`src/rtl/count_pkg.sv`:
```
// Shared types and default sizes for the counter sequencer and its datapath.
package count_pkg;

  localparam int WIDTH_DEF    = 3;
  localparam int ROUNDS_W_DEF = 4;

  typedef enum logic [1:0] {
    IDLE = 2'd0,
    RUN  = 2'd1,
    DONE = 2'd2
  } state_e;

endpackage : count_pkg

```
`src/rtl/up_counter.sv`:
```
// Free-running modulo-2^WIDTH up-counter with synchronous clear and enable.
module up_counter
  import count_pkg::*;
#(
  parameter int WIDTH = WIDTH_DEF
) (
  input  logic             clk,
  input  logic             rst_n,
  input  logic             en,
  input  logic             clr,
  output logic [WIDTH-1:0] count,
  output logic             at_max
);

  logic [WIDTH-1:0] count_q;
  logic [WIDTH-1:0] count_d;

  // NOTE: default assignment first so every path assigns count_d; no latch.
  always_comb begin
    count_d = count_q;
    if (clr) begin
      count_d = '0;
    end else if (en) begin
      count_d = count_q + 1'b1;
    end
  end

  // NOTE: state registers use non-blocking assignments only.
  always_ff @(posedge clk or negedge rst_n) begin
    if (!rst_n) begin
      count_q <= '0;
    end else begin
      count_q <= count_d;
    end
  end

  assign count  = count_q;
  assign at_max = (count_q == {WIDTH{1'b1}});

endmodule : up_counter

```
`src/rtl/count_sequencer.sv`:
```
// Runs the up-counter for a requested number of full wrap rounds with a
// start/busy/done handshake, plus pause and abort.
module count_sequencer
  import count_pkg::*;
#(
  parameter int WIDTH    = WIDTH_DEF,
  parameter int ROUNDS_W = ROUNDS_W_DEF
) (
  input  logic                clk,
  input  logic                rst_n,
  input  logic                start,
  input  logic [ROUNDS_W-1:0] rounds,
  input  logic                pause,
  input  logic                abort,
  output logic [WIDTH-1:0]    count,
  output logic [ROUNDS_W-1:0] round_idx,
  output logic                busy,
  output logic                wrap,
  output logic                done
);

  state_e              state_q, state_d;
  logic [ROUNDS_W-1:0] rounds_q, rounds_d;
  logic [ROUNDS_W-1:0] round_idx_q, round_idx_d;
  logic                busy_q, busy_d;
  logic                wrap_q, wrap_d;
  logic                done_q, done_d;

  logic cnt_en;
  logic cnt_clr;
  logic at_max;

  up_counter #(.WIDTH(WIDTH)) u_counter (
    .clk    (clk),
    .rst_n  (rst_n),
    .en     (cnt_en),
    .clr    (cnt_clr),
    .count  (count),
    .at_max (at_max)
  );

  always_comb begin
    state_d     = state_q;
    rounds_d    = rounds_q;
    round_idx_d = round_idx_q;
    wrap_d      = 1'b0;
    done_d      = 1'b0;
    cnt_en      = 1'b0;
    cnt_clr     = 1'b0;

    unique case (state_q)
      IDLE: begin
        // A zero-round request would never complete, so it is dropped.
        if (start && (rounds != '0)) begin
          state_d     = RUN;
          rounds_d    = rounds;
          round_idx_d = '0;
          cnt_clr     = 1'b1;
        end
      end

      RUN: begin
        if (abort) begin
          state_d     = IDLE;
          round_idx_d = '0;
          cnt_clr     = 1'b1;
        end else if (!pause) begin
          cnt_en = 1'b1;
          if (at_max) begin
            wrap_d      = 1'b1;
            round_idx_d = round_idx_q + 1'b1;
            if (round_idx_q == rounds_q - 1'b1) begin
              state_d = DONE;
              done_d  = 1'b1;
            end
          end
        end
      end

      DONE: begin
        state_d = IDLE;
      end

      default: begin
        state_d = IDLE;
      end
    endcase

    busy_d = (state_d == RUN);
  end

  always_ff @(posedge clk or negedge rst_n) begin
    if (!rst_n) begin
      state_q     <= IDLE;
      rounds_q    <= '0;
      round_idx_q <= '0;
      busy_q      <= 1'b0;
      wrap_q      <= 1'b0;
      done_q      <= 1'b0;
    end else begin
      state_q     <= state_d;
      rounds_q    <= rounds_d;
      round_idx_q <= round_idx_d;
      busy_q      <= busy_d;
      wrap_q      <= wrap_d;
      done_q      <= done_d;
    end
  end

  assign round_idx = round_idx_q;
  assign busy      = busy_q;
  assign wrap      = wrap_q;
  assign done      = done_q;

endmodule : count_sequencer

```
`config.mk`:
```
export PLATFORM = sky130hd
export DESIGN_NAME = count_sequencer
export DESIGN_NICKNAME = d
export VERILOG_FILES = /design/src/rtl/count_pkg.sv /design/src/rtl/up_counter.sv /design/src/rtl/count_sequencer.sv
export SDC_FILE = /design/constraint.sdc
export NUM_CORES = 1
export LEC_CHECK = 0
export ABC_AREA = 0
export BUFFER_PORTS_ARGS = -buffer_cell sky130_fd_sc_hd__clkbuf_2
export CORE_ASPECT_RATIO = 1.2
export CORE_MARGIN = 2
export CORE_UTILIZATION = 45
export DETAILED_ROUTE_END_ITERATION = 6
export GPL_TIMING_DRIVEN = 0
export PLACE_DENSITY = 0.79
export SLEW_MARGIN = 20
export SYNTH_ARGS = -nofsm -noshare
export SYNTH_HDL_FRONTEND = slang
export SYNTH_SLANG_ARGS = --single-unit
export TNS_END_PERCENT = 30
```
`constraint.sdc`:
```
create_clock -name clk -period 2.3 [get_ports clk]
set_clock_uncertainty 0.05 [all_clocks]
set_input_delay 0.345 -clock clk [delete_from_list [all_inputs] [get_ports clk]]
set_output_delay 0.345 -clock clk [all_outputs]
set_load 0.02 [all_outputs]
```
==> flow_summary.yaml <==
routing:
  routedWlPerCell_um: 12.88
  postRouteAntennaNets: 0
  firstDrtPassIters: 4
  vias: 682
  via_per_inst: 5.590
  drc: 0
  drt_iter0_markers: 10
  wl_um: 1571
die:
  std_cell_rows: 17
  die_w_um: 43.67
  core-area_um2: 1808
  die_area_um2: 2253
  start_util: 0.4699
  die_h_um: 51.60
  ios: 19
timing:
  final_hold_viol_count: 0
  slew_headroom: 0.7423
  finalHoldWorstSlack_ns: 0.2126
  rsz0062_at_grt: "false"
  fmax_mhz: 553.1
  worstMarginPinSlew_ns: 0.3849
  finalCritPeriodShare: 0.7861
  min_period_ns: 1.808
  finalSetupViolCount: 0
  worst_slack_ns: 0.4921
  finalSetupTns_ns: 0
  maxSlewViolCount: 0
power:
  p_leak_nw: 0.5035
  vdd_ir_drop_max_v: 0.0003409
  power.total_mw: 0.6350
  power_density_nw_per_um2: 637.6
setup_path:
  crit_fanout: 4
  worst-endpoint-required_ns: 2.46
  cp-start-kind: "flop"
  cp-end-kind: "flop"
  worstSetupPathType: "reg -> reg"
  critPathArrivalTime_ns: 1.97
job:
  maxCapViolCount: 0
clock_tree:
  clk_pin_slew_ns: 0.09
  cts_tree: "yes"
  clock_path_buffers: 2
  htree_levels: 1
  cts-root-buf: "clkbuf_4"
  cts-resized-gates: 0
  cts.sinks: 16
  cts_buffers: 3
  clkLatencyLatePin_ns: 0.28
final_layout:
  instances_no_fill: 122
  n_antenna_cell: 0
  final_nets: 118
  final_common_cell: "clkbuf_2"
  drive_gt1_frac: 0.2913
  area_growth_pct: 17.23
  layout_common_cells: "clkbuf_2, dfrtp_1, nand2_1"
grt:
  grtUsageTotal: 0.1626
  first_global_vias: 583
  overflow: 0
  grt_max_degree: 17
  grt_antenna_before_repair: 0
  grt_pass1_wl_um: 2656
placement:
  gp_congestion: 0.7851
  io_buffer_count: 18
  placed_cells: 118
  dp_hpwl_um: 1251
  dp_slack_ns: 0.5164
synthesis:
  yosys.area.top_type_share: 0.4713
  synth_top_area_cell: "dfrtp_1"
  syn_area_per_cell_um2: 10.49
  netlist_area_um2: 849.6
  yosysSeqAreaShare: 0.4713
  synth_area_leaders: "dfrtp_1, ha_1, nand2_1"
  ys_ff_latch: 16
  synthCells: 81
  yosysWarnings: 0
  synth_fp_nets: 94
  synth_cell_types: 29
outcome:
  status: "finished, final reports clean"
hold_path:
  min_path_type: "in -> reg"
[through the flow]
stage | utilization | instance area, um^2
2_1_floorplan | - | 849.6
3_3_place_gp | 0.5329 | 963.4
3_5_place_dp | 0.5329 | 963.4
4_1_cts | 0.5509 | 996.0
5_1_grt | 0.5509 | 996.0
6_report | 0.5509 | 996.0
[what timing repair did]
| action | in CTS | in global routing |
|---|---|---|
| setup buffers | 0 | 0 |
| hold buffers | 1 | 0 |
| hold endpoints to repair | 16 | 0 |
[layer usage]
layer,vias to the layer above,routed length (um),global-route usage,share of wire
li1,336,-,-,-
met2,18,758,0.2377,0.48
met5,-,0,0,0
met3,2,83,0.04167,0.053
met1,326,713,0.2294,0.45
met4,0,17,0.06061,0.011
[power breakdown]
group | switching [mW] | internal (mW) | leakage [nW]
Combinational | 0.0902 | 0.0739 | 0.278
Sequential | 0.0226 | 0.306 | 0.212
Clock | 0.0812 | 0.0608 | 0.0138
Total | 0.194 | 0.441 | 0.503
[sequential cells by signal, indices dropped and copies added (netlist names)]
register	flops
done	1
busy	1
round_idx	4
state_q	2
rounds_q	4
u_counter.count	3
wrap	1
[final timing paths]
path,endpoint,slack [ns],start,cells after the start
max,round_idx[3],0.49,u_counter.count[0],6
min,rounds_q[3],0.21,rounds[3],3
max reg2reg,round_idx[3],0.49,u_counter.count[0],6
min reg2reg,rounds_q[3],0.45,rounds_q[3],2
max in group asynchronous,round_idx[0],1.48,rst_n,2
min in group asynchronous,rounds_q[3],0.45,rst_n,2
[worst max-delay path: stages, from the launching register on]
cell and delay, ns:
dfrtp_1 0.41, ha_1 0.17, ha_1 0.20, nand2b_4 0.07, or2_0 0.25, or4_1 0.42, a31oi_1 0.17
[logic make-up after synthesis]
logic type      count (synthesis)  share of synthesized area
compound gates                 14                     0.1193
xor+xnor                        6                    0.06187
fa+ha+maj                       4                    0.05891
buf+inv                         5                    0.02208
flops                          16                     0.4713
mux                             3                    0.03976
simple gates                   33                     0.2268
[synth_stat cells]
| cell type | n |
|---|---|
| a21oi_1 | 1 |
| o21ai_0 | 2 |
| dfrtp_1 | 16 |
| a22o_2 | 2 |
| nor3b_2 | 1 |
| a22oi_1 | 4 |
| or4_4 | 1 |
| clkbuf_1 | 1 |
| or2_0 | 1 |
| and2_1 | 1 |
| nand2b_4 | 1 |
| nor2_1 | 5 |
| mux2_2 | 3 |
| a31oi_1 | 1 |
| or4_1 | 1 |
| inv_1 | 4 |
| xnor2_1 | 3 |
| nor4b_1 | 1 |
| nor3b_1 | 2 |
| ha_1 | 4 |
| o21ai_1 | 2 |
| nand3_1 | 3 |
| a311o_2 | 1 |
| nor3_1 | 1 |
| nand2_1 | 12 |
| nor4bb_1 | 2 |
| nand3b_1 | 1 |
| a22o_1 | 1 |
| xor2_1 | 3 |
[area by class of cell]
cell class              instances  area, um^2
plain buffers                   1       3.754
clock buffers                   3       22.52
fillers                       159       812.0
inverters                       4       15.01
multi-input cells              60       430.4
flip-flops and latches         16       400.4
well taps                      19       23.77
repair buffers                 19       100.1
Note: power is estimated with default switching activity, not from simulation.
